`src/rtl/gtx_link_supervisor.sv`:
```
// GTX receiver bring-up supervisor: sequences PLL lock, RX reset, byte alignment and a
// stability window, and re-runs the sequence on loss of alignment or on request.
module gtx_link_supervisor #(
    parameter int unsigned RESET_PULSE_CYCLES = 16,
    parameter int unsigned ALIGN_TIMEOUT      = 65535,
    parameter int unsigned STABLE_CYCLES      = 1024
) (
    input  logic       ref_clk,
    input  logic       reset,
    input  logic       gt_pll_locked,
    input  logic       byteisaligned,
    input  logic       force_resync,
    output logic       gt_rx_reset,
    output logic       link_up,
    output logic [2:0] state,
    output logic [7:0] retry_count
);

    typedef enum logic [2:0] {
        StWaitPll   = 3'd0,
        StRxReset   = 3'd1,
        StWaitAlign = 3'd2,
        StStabilize = 3'd3,
        StLinkUp    = 3'd4
    } state_e;

    localparam int unsigned MaxAB    = (RESET_PULSE_CYCLES > ALIGN_TIMEOUT) ?
                                       RESET_PULSE_CYCLES : ALIGN_TIMEOUT;
    localparam int unsigned TimerMax = (MaxAB > STABLE_CYCLES) ? MaxAB : STABLE_CYCLES;
    localparam int unsigned TimerW   = $clog2(TimerMax + 1);

    typedef logic [TimerW-1:0] timer_t;

    localparam timer_t RstLast    = timer_t'(RESET_PULSE_CYCLES - 1);
    localparam timer_t AlignLast  = timer_t'(ALIGN_TIMEOUT - 1);
    localparam timer_t StableLast = timer_t'(STABLE_CYCLES - 1);
    localparam timer_t TimerSat   = timer_t'(TimerMax);

    state_e     state_q, state_d;
    timer_t     timer_q, timer_d;
    logic [7:0] retry_q, retry_d;
    logic       reload;
    logic       retry_inc;

    always_ff @(posedge ref_clk) begin
        if (reset) begin
            state_q <= StWaitPll;
            timer_q <= '0;
            retry_q <= '0;
        end else begin
            state_q <= state_d;
            timer_q <= timer_d;
            retry_q <= retry_d;
        end
    end

    always_comb begin
        state_d   = state_q;
        reload    = 1'b0;
        retry_inc = 1'b0;
        // PLL loss dominates, then an explicit resync, then the normal sequence.
        if (state_q != StWaitPll && !gt_pll_locked) begin
            state_d = StWaitPll;
        end else if (force_resync &&
                     (state_q inside {StRxReset, StWaitAlign, StStabilize, StLinkUp})) begin
            state_d = StRxReset;
            reload  = 1'b1;
        end else begin
            case (state_q)
                StWaitPll: begin
                    if (gt_pll_locked) state_d = StRxReset;
                end
                StRxReset: begin
                    if (timer_q == RstLast) state_d = StWaitAlign;
                end
                StWaitAlign: begin
                    if (byteisaligned) begin
                        state_d = StStabilize;
                    end else if (timer_q == AlignLast) begin
                        state_d   = StRxReset;
                        retry_inc = 1'b1;
                    end
                end
                StStabilize: begin
                    if (!byteisaligned) begin
                        state_d   = StRxReset;
                        retry_inc = 1'b1;
                    end else if (timer_q == StableLast) begin
                        state_d = StLinkUp;
                    end
                end
                StLinkUp: begin
                    if (!byteisaligned) begin
                        state_d   = StRxReset;
                        retry_inc = 1'b1;
                    end
                end
                default: state_d = StWaitPll;
            endcase
        end

        // Timer counts cycles spent in the current state and holds at its ceiling.
        if (reload || (state_d != state_q)) begin
            timer_d = '0;
        end else if (timer_q == TimerSat) begin
            timer_d = timer_q;
        end else begin
            timer_d = timer_q + 1'b1;
        end

        if (retry_inc && (retry_q != 8'hff)) begin
            retry_d = retry_q + 8'd1;
        end else begin
            retry_d = retry_q;
        end
    end

    always_comb begin
        gt_rx_reset = (state_q == StWaitPll) || (state_q == StRxReset);
        link_up     = (state_q == StLinkUp);
        state       = state_q;
        retry_count = retry_q;
    end

endmodule

```
`config.mk`:
```
export PLATFORM = sky130hd
export DESIGN_NAME = gtx_link_supervisor
export DESIGN_NICKNAME = d
export VERILOG_FILES = /design/src/rtl/gtx_link_supervisor.sv
export SDC_FILE = /design/constraint.sdc
export NUM_CORES = 1
export LEC_CHECK = 0
export ABC_CLOCK_PERIOD_IN_PS = 3500
export BUFFER_PORTS_ARGS = -buffer_cell sky130_fd_sc_hd__buf_2
export CORE_ASPECT_RATIO = 0.75
export CORE_MARGIN = 10
export CORE_UTILIZATION = 62
export CTS_CLUSTER_DIAMETER = 80
export CTS_CLUSTER_SIZE = 12
export DETAILED_ROUTE_END_ITERATION = 8
export HOLD_SLACK_MARGIN = 0.06
export PLACE_DENSITY = 0.89
export REMOVE_ABC_BUFFERS = 1
export SYNTH_ARGS = -nofsm -noshare
export SYNTH_HDL_FRONTEND = slang
export SYNTH_SLANG_ARGS = --single-unit
```
`constraint.sdc`:
```
create_clock -name ref_clk -period 3.5 [get_ports ref_clk]
set_input_delay 0 -clock ref_clk [delete_from_list [all_inputs] [get_ports ref_clk]]
set_output_delay 0 -clock ref_clk [all_outputs]
set_load 0.05 [all_outputs]
```
Word level (Yosys, flattened, before mapping):

Cells that the tools add are included.

* register bits after elaboration: 27
* input bits: 5
* output and inout port bits: 13
* logic and storage cells: 44

* add/sub/neg operators: 2
* equality and inequality tests: 10
* mux-type cells: 18
* reductions and logical operators: 11

Operator list (count)
* $eq A16 B16 Y1 const B: 2
* $mux W3: 9
* $add A16 B1 Y16 const B: 1
* $eq A16 B10 Y1 const B: 1
* $eq A16 B4 Y1 const B: 1
* $pmux W3 S5: 1
* $add A8 B1 Y8 const B: 1
* $ne A8 B8 Y1 const B: 1
* $mux W1: 7
* $eq A3 B2 Y1 const B: 2
* $reduce_bool A4 Y1: 1
* $reduce_or A2 Y1: 2
* $eq A3 B1 Y1 const B: 1
* $eq A3 B3 Y1 const B: 1
* $logic_and A1 B1 Y1: 3
* $logic_not A3 Y1: 1
* $ne A3 B3 Y1: 1
* $reduce_bool A3 Y1: 1
* $logic_or A1 B1 Y1: 2
* $pmux W1 S2: 1
* $logic_not A1 Y1: 1

Longest topological paths before layout:

Gate-level depths: netlist of run 1.

* depth after elaboration: 9
* mapped depth: 9

Worst setup path before layout of run 1:

Ideal clock, no wire load.

* kind: reg2reg
* start: register state_q[2], in the netlist state[2]
* end: register retry_q[7], in the netlist retry_count[7]
* setup time: 0.128 ns
* arrival: 2.016 ns
* required time: 3.372 ns
* setup slack: 1.357 ns
* cell stages (with the launch flop): 7
* path buffers: 0
* period minus slack after synthesis: 2.143 ns
* cell sequence: dfxtp_1 > or3b_4 > a211o_1 > a311oi_2 > nand4_1 > xor2_1 > nor2_1

* word-level cells in the longest chain between the ends: 6
* elaborated cells on any way between the ends: 13

Ends and longest elaborated chain
* from (decl): RTL line 39 `state_e state_q, state_d;`
* from (signal assigned): RTL line 47 `state_q <= StWaitPll;`
* from (signal assigned): RTL line 51 `state_q <= state_d;`
* $eq A3 B3 Y1, or another cell as far along: RTL line 65, 69
* $reduce_or A2 Y1 (no line) or $reduce_bool A4 Y1 (tied branches)
* $pmux W1 S2 or $logic_and A1 B1 Y1 (tied branches): RTL line 69, 64
* $mux W1: RTL line 64 `end else if (force_resync &&`
* $mux W1 (*): RTL line 62 `if (state_q != StWaitPll && !gt_pll_locked) begin`
* $logic_and A1 B1 Y1 (*): RTL line 111 `if (retry_inc && (retry_q != 8'hff)) begin`
* to (signal assigned): RTL line 53 `retry_q <= retry_d;`
* to (decl): RTL line 41 `logic [7:0] retry_q, retry_d;`

Every way passes the cells marked *; elsewhere a longest branch is shown, timed or not.
A chain may end at the register's enable or synchronous reset.

Worst setup path after layout of run 1:

* start: register timer_q[1]
* end: register timer_q[4]

* word-level cells in the longest chain between the ends: 9
* elaborated cells on any way between the ends: 16

Ends and longest elaborated chain
* from (decl): RTL line 40 `timer_t timer_q, timer_d;`
* from (signal assigned): RTL line 52 `timer_q <= timer_d;`
* $eq A16 B10 Y1 or $eq A16 B16 Y1 (tied branches): RTL line 88, 79
* $mux W3, on equally long branches: RTL line 88, 79
* $mux W3, on equally long branches: RTL line 85, 77
* $pmux W3 S5: RTL line 69 `case (state_q)`
* $mux W3: RTL line 64
* $mux W3: RTL line 62
* $ne A3 B3 Y1: RTL line 103 `if (reload || (state_d != state_q)) begin`
* $logic_or A1 B1 Y1: RTL line 103
* $reduce_or A2 Y1 (no line)

Several ways; a longest one is shown, not always the timed one.

==> flow_summary.ini, run 1 <==
[status]
status = complete, no violations

[synth]
ys.warnings.count = 0
yosys.area.top_type_share = 0.3426
synth_common_cells = nor2_1 (32), dfxtp_1 (27), xor2_1 (14)
syn-cell-area_um2 = 1578
synth_most_common_cell = nor2_1
synth_edf_count = 0
synth_cell_types = 42
syn_avg_cell_area_um2 = 7.928
synthCells = 199
ys_ff_latch = 27
synth_area_leaders = dfxtp_1 (34%), xor2_1 (7.8%), nor2_1 (7.6%)
yosys_most_used_dff = dfxtp_1
synth_top_cell_by_area = dfxtp_1
ys_async_sr_fraction = 0
yosysSeqAreaShare = 0.3426

[final_layout]
final_core_util = 0.7143
post_layout_nonfiller_instances = 244
nets = 219
syn_to_final_growth_pct = 7.058
fillers = 204
n_antenna_cell = 0
multi_input_area_um2 = 945.9
regArea_um2 = 540.5
drive_gt1_frac = 0.1238

[worst_setup_path]
worst-r2r-setup-slack_ns = 1.06
regToRegStartpoint = timer_q[1]$_SDFFE_PP0P_
critPathMaxStageDelay_ns = 0.62
critical_path_peak_fanout = 16
worstPathCellList = ha_1, and3_1, nand2_1, nor2_1, nand2_1, o2111ai_2, nor3_1
crit_type = reg -> reg
cp-start-kind = register
cp-end-kind = register
cp_top_family = simple AND/OR/NAND/NOR gates
cp.required_ns = 3.72
ff2ff_path_depth = 7
crit_top_cell = nand2_1
slowest_stage = o2111ai_2
path_buf_inv = 0
crit_arrival_ns = 2.65
r2r-end = timer_q[4]$_SDFFE_PP0P_

[die]
die_area_um2 = 4983
die_y_um = 63.69
die_x_um = 78.25
row_count = 15
io-pin-count = 18
coreArea_um2 = 2365
initial_core_util = 0.6672

[global_route]
grt_max_degree = 18
grt_pass1_vias = 1388
grt_use_total = 0.1518
grt-ovfl-total = 0
antenna_found_initial = 0
grt_first_pass_wirelength_um = 6451

[clock_network]
cts_setup_buffers = 0
cts_buffer_depth = 2
clock_sinks = 27
clkLatencyLatePin_ns = 0.34
cts_buffers = 3
clk_pin_slew_ns = 0.16
root_buffer = clkbuf_4
cts_max_level = 1
tritoncts = done

[placed_design]
port_buffers = 17
dp_cells = 239
place_congestion = 0.8682
dp_hpwl_um = 2844

[timing]
finalSetupViolCount = 0
period_share = 0.6970
skew_ns = 0.001556
rsz0062_at_grt = no
maxSlewHeadroom = 0.5081
finalSetupTns_ns = 0
fmax_ghz = 0.4099
hold_viol = 0
min_period_ns = 2.439
slew_violations = 0
tightest_slew_ns = 0.7379

[detailed_routing]
vias = 1529
first_iter_violations = 244
antenna_left = 0
drt_pass1_iterations = 4
wl_um = 3850
wl_per_cell_um = 15.78
via_per_inst = 6.266
drc_errors = 0

[run]
cap_viol_max_count = 0

[power]
peakVddDrop_v = 0.0002775
powerDensity_nw_per_um2 = 308.5
p_leak_nw = 0.6388
power_mw = 0.5211

[hold_path]
min_from = force_resync
hp-class = in -> reg
min_to = state[2]$_SDFF_PP0_
holdPathStages = 3
==> worst register-to-register path, stage by stage, from the launching register on <==
cell and delay (ns):
dfxtp_1 0.45, ha_1 0.29, and3_1 0.32, nand2_1 0.13, nor2_1 0.21, nand2_1 0.13
o2111ai_2 0.62, nor3_1 0.15
==> sequential cells by signal, summed over array words and instances (netlist names) <==
signal       cells
retry_count      8
state            3
timer_q         16
==> cell usage in the layout (no fill, tap or decap), types with 4 or more instances in the layout <==
master / netlist / layout
nor2_1: 32 / 32
nor3_1: 6 / 6
nand3_1: 11 / 11
a211oi_1: 4 / 4
xor2_1: 14 / 14
nand2_1: 13 / 13
and3_1: 6 / 6
inv_1: 9 / 9
dfxtp_1: 27 / 27
nand4_1: 13 / 13
xnor2_1: 4 / 4
buf_2: 2 / 17
a21oi_1: 8 / 8
==> layout make-up <==
| class | instances | area share |
|---|---|---|
| multi-input cells | 152 | 0.5600 |
| flip-flops and latches | 27 | 0.3200 |
| repair buffers | 18 | 0.05630 |
| well taps | 34 | 0.02519 |
| inverters | 9 | 0.02000 |
| clock buffers | 3 | 0.01333 |
| clock inverters | 1 | 0.005185 |
==> through the flow <==
stage / setup slack, ns / area, µm² / hold slack (ns)
finish: 1.061 / 1689 / 0.08080
global route: 0.8906 / 1689 / 0.08865
CTS: 1.142 / 1689 / 0.08093
detailed placement: 1.157 / 1648 / 0.3289
global placement: 1.353 / 1648 / 0.3204
floorplan: 1.207 / 1520 / 0.06907
==> layer usage <==
layer / vias to the layer above / global-route usage / routed length, µm
met5: - / 0 / 0
met4: 0 / 0.03125 / 25
met3: 6 / 0.05382 / 363
met2: 74 / 0.2428 / 1811
met1: 714 / 0.1904 / 1651
li1: 735 / - / -
==> report_power, final <==
part	internal, mW	total, mW	switching, mW
Combinational	0.0181	0.0525	0.0345
Sequential	0.311	0.319	0.00782
Clock	0.0469	0.150	0.103
Total	0.376	0.521	0.145
==> worst max path at each step <==
stage / cells after the start / endpoint / startpoint
after CTS: 7 / timer_q[4]$_SDFFE_PP0P_ / timer_q[0]$_SDFFE_PP0P_
after floorplan: 6 / retry_count[7]$_SDFFE_PP0P_ / state[2]$_SDFF_PP0_
after global routing: 7 / timer_q[4]$_SDFFE_PP0P_ / timer_q[0]$_SDFFE_PP0P_
final: 7 / timer_q[4]$_SDFFE_PP0P_ / timer_q[1]$_SDFFE_PP0P_
after detailed placement: 7 / timer_q[4]$_SDFFE_PP0P_ / timer_q[0]$_SDFFE_PP0P_
after global placement: 7 / timer_q[3]$_SDFFE_PP0P_ / timer_q[0]$_SDFFE_PP0P_
==> cell families after synthesis <==
kind of cell / Yosys count / share of synthesized area
AOI/OAI and AO/OA: 31 / 0.1443
xor gates and xnor gates: 18 / 0.09992
adders and majority gates: 6 / 0.04283
buffers and inverters: 20 / 0.05789
DFF: 27 / 0.3426
and+or+nand+nor: 97 / 0.3125
==> repair_timing <==
action | 4_1_cts | 5_1_grt
hold buffers | 1 | 0
hold endpoints to repair | 11 | 0
gates resized for setup | 0 | 0
No activity file was read; power rests on OpenSTA's default activity.
==> run 2, diff against run 1 <==
--- a/config.mk
+++ b/config.mk
@@ -5,16 +5,16 @@
 export SDC_FILE = /design/constraint.sdc
 export NUM_CORES = 1
 export LEC_CHECK = 0
-export ABC_CLOCK_PERIOD_IN_PS = 3500
+export ABC_CLOCK_PERIOD_IN_PS = 2100
 export BUFFER_PORTS_ARGS = -buffer_cell sky130_fd_sc_hd__buf_2
 export CORE_ASPECT_RATIO = 0.75
 export CORE_MARGIN = 10
-export CORE_UTILIZATION = 62
+export CORE_UTILIZATION = 52
 export CTS_CLUSTER_DIAMETER = 80
 export CTS_CLUSTER_SIZE = 12
 export DETAILED_ROUTE_END_ITERATION = 8
 export HOLD_SLACK_MARGIN = 0.06
-export PLACE_DENSITY = 0.89
+export PLACE_DENSITY = 0.8
 export REMOVE_ABC_BUFFERS = 1
 export SYNTH_ARGS = -nofsm -noshare
 export SYNTH_HDL_FRONTEND = slang
==> constraint.sdc (replaced) <==
create_clock -name ref_clk -period 2.1 [get_ports ref_clk]
set_input_delay 0 -clock ref_clk [delete_from_list [all_inputs] [get_ports ref_clk]]
set_output_delay 0 -clock ref_clk [all_outputs]
set_load 0.05 [all_outputs]
==> run 2 against run 1 <==
Net effect: maximum frequency increased by 25%; sequential share of layout area decreased by 1.2 points; routed wire length decreased by 12%; global-route usage decreased by 3.5 points; final cell count increased by 3.7%; combinational power increased by 70%; largest power group unchanged; highest routed layer unchanged.
==> flow_summary.ini, run 2 (synthesized netlist as in run 1, its figures left out) <==
[timing]
tightest_slew_ns = 0.3746
maxSlewHeadroom = 0.7438
period_share = 0.9296
skew_ns = 0.002545
hold_viol = 0
finalSetupViolCount = 0
fmax_ghz = 0.5123
slew_violations = 0
rsz0062_at_grt = no
min_period_ns = 1.952

[power]
p_sw_mw = 0.2289
p_leak_nw = 0.6752
p_comb_frac = 0.098
p_int_mw = 0.6834
peakVddDrop_v = 0.0004002
p_seq_frac = 0.581
clkPwrFrac = 0.322
swShare = 0.2509
power_mw = 0.9123
powerDensity_nw_per_um2 = 517.9

[detailed_routing]
wl_per_cell_um = 13.36
wl_um = 3379
first_iter_violations = 92
antenna_left = 0
drc_errors = 0
vias = 1413
via_per_inst = 5.585
drt_pass1_iterations = 4

[global_route]
grt_use_total = 0.1165
grt-ovfl-total = 0
grt_first_pass_wirelength_um = 5775
antenna_found_initial = 0
grt_max_degree = 17
grt_pass1_vias = 1255

[final_layout]
syn_to_final_growth_pct = 11.66
stdcell_area_um2 = 1762
final_cell_mix = nor2_1 (32), dfxtp_1 (25), buf_2 (17), xor2_1 (14)
regArea_um2 = 543.0
regMostFlops = timer_q
multi_input_area_um2 = 958.4
nets = 224
final_common_cell = nor2_1
largest_register_ffs = 16
n_antenna_cell = 0
fillers = 264
drive_gt1_frac = 0.1628

[run]
cap_viol_max_count = 0

[clock_network]
clk_pin_slew_ns = 0.09
tritoncts = done
root_buffer = clkbuf_8
clkLatencyLatePin_ns = 0.27
clock_sinks = 27
cts_max_level = 1
cts_buffer_depth = 2
cts_buffers = 3
cts_setup_buffers = 0

[hold_path]
min_to = state[2]$_SDFF_PP0_
min_from = gt_pll_locked
hp-class = in -> reg
holdPathStages = 3

[die]
die_x_um = 83.61
die_area_um2 = 5660
die_y_um = 67.71
coreArea_um2 = 2935
row_count = 17
io-pin-count = 18
initial_core_util = 0.5375

[worst_setup_path]
crit_type = reg -> reg
crit_arrival_ns = 2.11
r2r-end = retry_count[7]$_SDFFE_PP0P_
cp.required_ns = 2.26
critical_path_peak_fanout = 12
ff2ff_path_depth = 6
cp-start-kind = register
regToRegStartpoint = state[0]$_SDFF_PP0_
worst-r2r-setup-slack_ns = 0.15
cp-end-kind = register

[placed_design]
place_congestion = 0.8756
dp_hpwl_um = 2384
port_buffers = 17
placed_cell_area_um2 = 1690

[status]
status = complete, no violations
run 2: changes by cell type in the layout (fill, tap and decap cells not counted):
cell / change
a31oi_1: -1
a31oi_2: +1
buf_4: +5
clkbuf_4: -3
clkbuf_8: +3
clkinv_2: +1
dfxtp_1: -2
dfxtp_2: +2
inv_6: -1
nor4_1: -1
nor4_2: +1
run 2: cell type report:
type | instances | area share
Multi-Input combinational cell | 152 | 0.5440
Sequential cell | 27 | 0.3082
Timing Repair Buffer | 23 | 0.07528
Tap cell | 38 | 0.02699
Clock buffer | 3 | 0.02344
Inverter | 9 | 0.01918
Clock inverter | 1 | 0.002841
run 2: stage by stage:
stage,worst slack (ns),setup TNS (ns),hold slack [ns],std cells,utilization
finish,0.1479,0,0.1484,253,0.6002
global route,0.01760,0,0.1651,253,0.6002
CTS,0.1098,0,0.1321,253,0.5951
detailed placement,0.1445,0,0.3285,248,0.5759
global placement,0.1723,0,0.3227,248,0.5759
floorplan,-0.1932,-1.077,0.06907,188,-
run 2: worst max-delay path, cell delays in order (launching register included):
cell	delay [ns]
dfxtp_1	0.43
or3b_4	0.43
a211o_1	0.32
a311oi_2	0.28
nand4_1	0.15
xor2_1	0.17
nor2_1	0.05
run 2: worst max path at each step:
stage	start	to	depth (start not counted)
6_report	state[0]$_SDFF_PP0_	retry_count[7]$_SDFFE_PP0P_	6
5_1_grt	timer_q[0]$_SDFFE_PP0P_	timer_q[3]$_SDFFE_PP0P_	9
4_1_cts	state[1]$_SDFF_PP0_	retry_count[7]$_SDFFE_PP0P_	6
3_3_place_gp	state[1]$_SDFF_PP0_	retry_count[4]$_SDFFE_PP0P_	6
2_1_floorplan	state[2]$_SDFF_PP0_	retry_count[7]$_SDFFE_PP0P_	6
3_5_place_dp	state[1]$_SDFF_PP0_	retry_count[7]$_SDFFE_PP0P_	6
run 2: per-layer routing:
layer | track usage | share of wire
met5 | 0 | 0
met4 | 0.02500 | 0.0041
met3 | 0.04087 | 0.064
met2 | 0.1727 | 0.40
met1 | 0.1586 | 0.53
run 2: power groups by stage:
stage               sequential (mW)  combinational, mW  clock (mW)
detailed placement            0.541             0.0862           0
floorplan                     0.547             0.0508           0
global route                  0.531              0.100       0.325
global placement              0.541             0.0856           0
finish                        0.530             0.0893       0.293
CTS                           0.529             0.0881       0.308
run 2: timing repair:
action | in CTS | in global routing
resized for setup | 0 | 4
hold buffers | 1 | 0
setup endpoints to repair | 0 | 20
endpoints found under the hold margin | 8 | 0
